--- src/rtl/puc_pkt_sched.sv ---
// rtl/puc_pkt_sched.sv - PUC packet scheduler: collector fetch, FIFO write, per-item timeout
//
// Purpose: on a start strobe, fetches NUM_ITEMS 64-bit items from the PUC
// collector one at a time (advance strobe, wait for data strobe) and writes
// each into the SDC host-bus FIFO, stalling while the FIFO is full. Each
// fetch is bounded by TIMEOUT cycles; a timeout ends the packet early and
// raises a sticky error flag.
//
// Ports:
//   i_clk, i_reset        clock, synchronous active-high reset
//   i_strt_pkt_strb       one-clock packet start request (accepted in IDLE only)
//   o_rdy_for_nxt_pkt     one-clock advance strobe to the collector
//   i_puc_data            item from the collector
//   i_puc_data_strb       i_puc_data valid (captured in WAIT only)
//   i_fifo_full           FIFO cannot accept a write
//   o_fifo_wr_data        word to the FIFO
//   o_fifo_wr_en          one-clock FIFO write strobe
//   o_busy                packet in progress
//   o_item_cnt            items written in the current packet
//   o_pkt_done_strb       one-clock end-of-packet strobe
//   o_timeout_err         sticky fetch-timeout flag, cleared by the next start
module puc_pkt_sched #(
   parameter int NUM_ITEMS = 63,
   parameter int TIMEOUT   = 255
) (
   input  logic        i_clk,
   input  logic        i_reset,
   input  logic        i_strt_pkt_strb,
   output logic        o_rdy_for_nxt_pkt,
   input  logic [63:0] i_puc_data,
   input  logic        i_puc_data_strb,
   input  logic        i_fifo_full,
   output logic [63:0] o_fifo_wr_data,
   output logic        o_fifo_wr_en,
   output logic        o_busy,
   output logic [7:0]  o_item_cnt,
   output logic        o_pkt_done_strb,
   output logic        o_timeout_err
);

   typedef enum logic [2:0] {
      S_IDLE,
      S_REQ,
      S_WAIT,
      S_WRITE,
      S_DONE
   } state_t;

   localparam logic [7:0] C_NUM_ITEMS = 8'(NUM_ITEMS);
   localparam logic [7:0] C_TIMEOUT   = 8'(TIMEOUT);

   state_t      r_state;
   logic [7:0]  r_timer;
   logic [7:0]  r_item_cnt;
   logic [63:0] r_fifo_wr_data;
   logic        r_fifo_wr_en;
   logic        r_rdy;
   logic        r_busy;
   logic        r_done;
   logic        r_timeout_err;
   logic [7:0]  w_cnt_nxt;

   assign w_cnt_nxt = r_item_cnt + 8'd1;

   // Strobe-type outputs are registered alongside the state so that each
   // is high exactly in the cycle the FSM occupies the matching state.
   always_ff @(posedge i_clk) begin
      if (i_reset) begin
         r_state        <= S_IDLE;
         r_timer        <= 8'd0;
         r_item_cnt     <= 8'd0;
         r_fifo_wr_data <= 64'd0;
         r_fifo_wr_en   <= 1'b0;
         r_rdy          <= 1'b0;
         r_busy         <= 1'b0;
         r_done         <= 1'b0;
         r_timeout_err  <= 1'b0;
      end else begin
         r_fifo_wr_en <= 1'b0;
         r_rdy        <= 1'b0;
         r_done       <= 1'b0;
         case (r_state)
            S_IDLE: begin
               if (i_strt_pkt_strb) begin
                  r_item_cnt    <= 8'd0;
                  r_timeout_err <= 1'b0;
                  r_state       <= S_REQ;
                  r_rdy         <= 1'b1;
                  r_busy        <= 1'b1;
               end
            end
            S_REQ: begin
               r_timer <= C_TIMEOUT;
               r_state <= S_WAIT;
            end
            S_WAIT: begin
               // A data strobe on the timer==0 cycle still wins over the timeout.
               if (i_puc_data_strb) begin
                  r_fifo_wr_data <= i_puc_data;
                  r_state        <= S_WRITE;
               end else if (r_timer == 8'd0) begin
                  r_timeout_err <= 1'b1;
                  r_state       <= S_DONE;
                  r_done        <= 1'b1;
               end else begin
                  r_timer <= r_timer - 8'd1;
               end
            end
            S_WRITE: begin
               if (!i_fifo_full) begin
                  r_fifo_wr_en <= 1'b1;
                  r_item_cnt   <= w_cnt_nxt;
                  if (w_cnt_nxt == C_NUM_ITEMS) begin
                     r_state <= S_DONE;
                     r_done  <= 1'b1;
                  end else begin
                     r_state <= S_REQ;
                     r_rdy   <= 1'b1;
                  end
               end
            end
            S_DONE: begin
               r_state <= S_IDLE;
               r_busy  <= 1'b0;
            end
            default: begin
               r_state <= S_IDLE;
               r_busy  <= 1'b0;
            end
         endcase
      end
   end

   assign o_rdy_for_nxt_pkt = r_rdy;
   assign o_fifo_wr_data    = r_fifo_wr_data;
   assign o_fifo_wr_en      = r_fifo_wr_en;
   assign o_busy            = r_busy;
   assign o_item_cnt        = r_item_cnt;
   assign o_pkt_done_strb   = r_done;
   assign o_timeout_err     = r_timeout_err;

endmodule

--- config.mk ---
export PLATFORM = sky130hd
export DESIGN_NAME = puc_pkt_sched
export DESIGN_NICKNAME = d
export VERILOG_FILES = /design/src/rtl/puc_pkt_sched.sv
export SDC_FILE = /design/constraint.sdc
export NUM_CORES = 1
export LEC_CHECK = 0
export CAP_MARGIN = 20
export CORE_UTILIZATION = 46
export CTS_CLUSTER_SIZE = 16
export DETAILED_ROUTE_END_ITERATION = 6
export PLACE_DENSITY_LB_ADDON = 0.1
export SETUP_SLACK_MARGIN = 0.4
export SYNTH_ARGS = -nofsm -noshare
export SYNTH_HDL_FRONTEND = slang
export SYNTH_SLANG_ARGS = --single-unit
--- constraint.sdc ---
create_clock -name i_clk -period 4.8 [get_ports i_clk]
set_clock_uncertainty 0.2 [all_clocks]
set_input_delay 0.96 -clock i_clk [delete_from_list [all_inputs] [get_ports i_clk]]
set_output_delay 0.96 -clock i_clk [all_outputs]
set_load 0.005 [all_outputs]
* Word-level counts from Yosys, hierarchy flattened
Index checks and enable logic that the tools add are counted.
** Cells by class
- Eq/ne operators :: 10
- $lt $le $gt $ge :: 0
- $add $sub $neg :: 2
- Multiply operators :: 0
- Reductions and logical operators :: 13
- Multiplexer cells :: 28
- Divide/modulo/power cells :: 0
- Shift-type cells :: 0
- Bitwise logic cells :: 2
** Operators with widths (number)
- 2-to-1 mux 8 bit :: 4
- one-hot mux 8 bit (2 select lines) :: 2
- 2-to-1 mux 3 bit :: 5
- 2-to-1 mux 1 bit :: 12
- one-hot mux 3 bit (4 select lines) :: 1
- != test 2 bit, second input constant :: 5
- AND reduction 3 bit :: 3
- adder 8 x 1 -> 8 bit, second input constant :: 1
- == test 8 x 6 -> 1 bit, second input constant :: 1
- logical NOT 8 bit :: 1
- one-hot mux 1 bit (2 select lines) :: 4
- subtractor 8 x 1 -> 8 bit, second input constant :: 1
- == test 3 x 2 -> 1 bit, second input constant :: 2
- nonzero test 2 bit :: 3
- AND reduction 2 bit :: 2
- AND reduction 4 bit :: 1
- == test 3 x 1 -> 1 bit, second input constant :: 1
- logical NOT 3 bit :: 1
- != test 3 bit, second input constant :: 1
- OR reduction 3 bit :: 1
- NOT 1 bit :: 2
- OR reduction 2 bit :: 1
** Word-level totals
- Input port bits :: 69
- Bits in read-only memories :: 0
- Bits in registers :: 88
- Latch bits :: 0
- Output and inout port bits :: 77
- Memories kept :: 0
- Word-level logic and storage cells :: 64
- Bits in writable memories :: 0

* Depth between registers and ports, before layout
- Depth in word-level cells :: 5
- Gate-level depth with buffers :: 7
- Mapped depth without buffers :: 7

* Least setup slack after synthesis
Ideal clock, no wire load.
- Kind :: in2reg
- From :: input port i_puc_data_strb
- To :: register r_timer[6]
- Slack :: 2.426 ns
- Path buffers :: 0
- Library setup time :: 0.070 ns
- Arrival time :: 2.104 ns
- Data required time :: 4.530 ns
- Stages :: 5
- Cell sequence :: or4b_4 -> a211oi_4 -> nand4b_1 -> xor2_1 -> a21oi_1
** On the way
- Word-level cells in the longest chain between the ends :: 2
** RTL lines
- from (decl) :: line 31 : input logic i_puc_data_strb,
- != test 2 bit (no source line)
- AND reduction 3 bit (no source line)
- to (signal assigned) :: line 106 : r_timer <= r_timer - 8'd1;
- to (decl) :: line 53 : logic [7:0] r_timer;
No other way between the ends.
A chain may end at the register's enable or synchronous reset.

* Final worst setup path
- From :: input port i_puc_data_strb
- To :: register r_timer[7]
Same word-level chain as after synthesis.

==> metrics.txt <==
Tcrit/Tclk final=55.4%; core box area=7250 um^2; antenna cells=0; shortest period the worst path allows=2.66 ns; post-synthesis adder-cell area fraction=1.45%; critical path cell sequence=clkdlybuf4s50_1 -> or4b_4 -> a211oi_4 -> nand3_1 -> xor2_1 -> a21oi_1; worst setup path class=input port to flip-flop; RePlAce Congestion=0.802; DIE WIDTH=88.8 um; cts hold-fix bufs=0; CP max stage delay=0.56 ns; Clock Power Share=33.9%; simple-gate share of the synthesized area=24.1%; vias in the first global route=2997; share of cells above drive strength 1=4.42%; I/O pin count=146; register share of total power=46.0%; status=complete, no violations; Final WS setup=2.14 ns; setup slack at placement=1.66 ns; Crit-path slowest cell=or4b_4; post-synthesis mux area share=0.289%; Peak VDD IR=186 uV; Max-Cap Viols=0; synth unique cells=45; WHS=0.252 ns; Synth Area in XOR/XNOR=1.77%; Initial DRC Count=119; Worst Path Required=4.87 ns; Comb pwr share=20.1%; antenna violations before repair=0; cell area after layout=5210 um^2; post-detail-place hpwl=5740 um; total power=1.82 mW; Synthesis Warnings=0; sinks on the clock net=88; Post-synth EDFFs=0; Num CTS Buffers=9; hold_sp=o_fifo_wr_data[1]$_SDFFE_PP0P_; Clk Latency, worst-skew pair=0.34 ns; RSZ-0062 raised after global routing=false; Vias/cell=5.08; Initial Util=47.7%; dominant synthesized flop cell=dfxtp_1; die area=7880 um^2; Arr. time, crit path=2.73 ns; Avg Cell Area, Syn=8.09 um^2; Synth Area in Compound Gates=17.7%; CTS tree=yes; Min-Delay Path Class=flip-flop to flip-flop; syn nets=501; Area Growth Syn to Fin=50.5%; Root Driver=clkbuf_8; DRC viols=0; Worst-path clk slew=0.08 ns; Placed Area=4950 um^2; nature of the critical path endpoint=flip-flop; register bit total from synthesis=88; critical path fanouts, max=6; WL/cell=13.0 um; Final #Nets=634; Mapped Cells=428; I/O Buffers=145; asr flop ratio synth=0%; WL final=8610 um; Clock Tree Buf Depth=2; CP Launch Type=input port; Hold Vio Cnt, Final=0; Die Ht=88.8 um; setup_tns=0 ns; overall routing resource usage=22.5%; reg-to-reg startpoint=r_state[1]$_SDFFE_PP0P_; Seq/Total Area, Yosys=50.9%; Power Dens Cells=349 nW/um^2; number of detailed-route iterations in the first pass=4; H-tree depth=3; setup bufs post-CTS=0; area of the mapped netlist=3460 um^2; pin count of the biggest net entering global routing=65; Net Switching=0.479 mW; global-route wire length before repair=13800 um; vias=3380; cell row count=31; post-cts sizing count=0; internal power=1.34 mW; Sw Ratio=26.3%; main combinational cell family by area after synthesis=simple AND/OR/NAND/NOR gates; GR Overflow Total=0; Worst Setup SP=i_puc_data_strb; Lkg Pwr=1.79 nW; Max-slew headroom=30.6%; ANT nets after route=0; Max Slew Vio Count=0; final setup violation count=0; transition time at the pin with the least slew margin=1.04 ns; Max Fclk=376 MHz
cell usage after synthesis, types with 2 or more instances:
master | instances | share of area (%)
nand2_1 | 135 | 15
dfxtp_1 | 88 | 51
a21oi_1 | 83 | 12
clkbuf_1 | 18 | 2.0
nor2_1 | 16 | 1.7
inv_1 | 7 | 0.76
nand3_1 | 6 | 0.87
buf_1 | 5 | 0.54
o21ai_1 | 5 | 0.72
xor2_1 | 5 | 1.3
and3_1 | 4 | 0.72
ha_1 | 4 | 1.4
nor2b_1 | 4 | 0.72
a211oi_1 | 3 | 0.65
a31oi_1 | 3 | 0.54
nand3b_1 | 3 | 0.65
a21o_1 | 2 | 0.43
and2_1 | 2 | 0.36
buf_2 | 2 | 0.29
nand4b_1 | 2 | 0.51
nor3_1 | 2 | 0.29
o22ai_1 | 2 | 0.36
o2bb2ai_1 | 2 | 0.51
or3_1 | 2 | 0.36
or4b_1 | 2 | 0.58
xnor2_1 | 2 | 0.51
metrics by stage:
step                      std cells  utilization, %
after global placement          648            68.2
after detailed placement        648            68.2
after floorplan                 428               -
final                           665            71.9
after CTS                       664            71.6
after global routing            665            71.9
power groups by stage:
stage	registers [mW]	clock network, mW	logic [mW]
floorplan	0.845	0	0.200
detailed placement	0.855	0	0.364
global placement	0.853	0	0.353
finish	0.838	0.618	0.365
CTS	0.839	0.632	0.366
global route	0.849	0.660	0.408
worst max-delay path, delay by kind of cell:
family / cells / cell delay [ns]
AO/OA/AOI/OAI: 2 / 0.41
buffers and inverters: 1 / 0.50
AND/OR/NAND/NOR: 2 / 0.69
XOR/XNOR: 1 / 0.17
cell type report:
class                      count  area, um^2
clock inverter                 5         104
sequential                    88        1760
multi-input combinational    307        1570
tap                           99         124
fill                         579        2040
inverter                       7        26.3
clock buffer                  11         141
timing repair buffer         148        1480
path summary, 6_finish.rpt:
check	depth (start not counted)	slack, ns	end
setup / recovery	6	2.14	r_timer[7]$_SDFFE_PP0P_
hold / removal	2	0.25	o_fifo_wr_data[1]$_SDFFE_PP0P_
setup reg to reg	5	2.69	r_timer[7]$_SDFFE_PP0P_
hold reg to reg	2	0.25	o_fifo_wr_data[1]$_SDFFE_PP0P_
layer usage:
layer	vias up	GRT usage, %	share of wire (%)
met2	98	39.0	49
met1	1572	25.9	41
met3	10	7.56	7.8
met5	-	0	0
li1	1700	-	-
met4	0	7.92	1.4
cells in the final DEF (no fill, tap or decap), types with 3 or more instances in the layout:
| cell | instances |
|---|---|
| a211oi_1 | 3 |
| a21oi_1 | 83 |
| a31oi_1 | 3 |
| and3_1 | 3 |
| bufinv_16 | 3 |
| clkbuf_8 | 10 |
| clkdlybuf4s50_1 | 144 |
| dfxtp_1 | 88 |
| ha_1 | 4 |
| inv_1 | 7 |
| nand2_1 | 135 |
| nand3_1 | 5 |
| nand3b_1 | 3 |
| nor2_1 | 16 |
| nor2b_1 | 4 |
| o21ai_1 | 5 |
| xor2_1 | 5 |
state kept, by name, indices dropped and copies added, names as in the netlist:
name and cells:
o_timeout_err 1, o_fifo_wr_data 64, o_item_cnt 8, o_pkt_done_strb 1, r_timer 8, r_state 3
o_fifo_wr_en 1, o_rdy_for_nxt_pkt 1, o_busy 1
cell families (layout without fill, tap and decap cells):
group,after synthesis,count (layout)
AO/OA/AOI/OAI,107,107
XOR/XNOR,7,7
adder cells (fa/ha/maj),4,4
buffers and inverters,33,171
flip-flops,88,88
multiplexers,1,1
AND/OR/NAND/NOR,188,188
(Power assumes the default switching activity.)
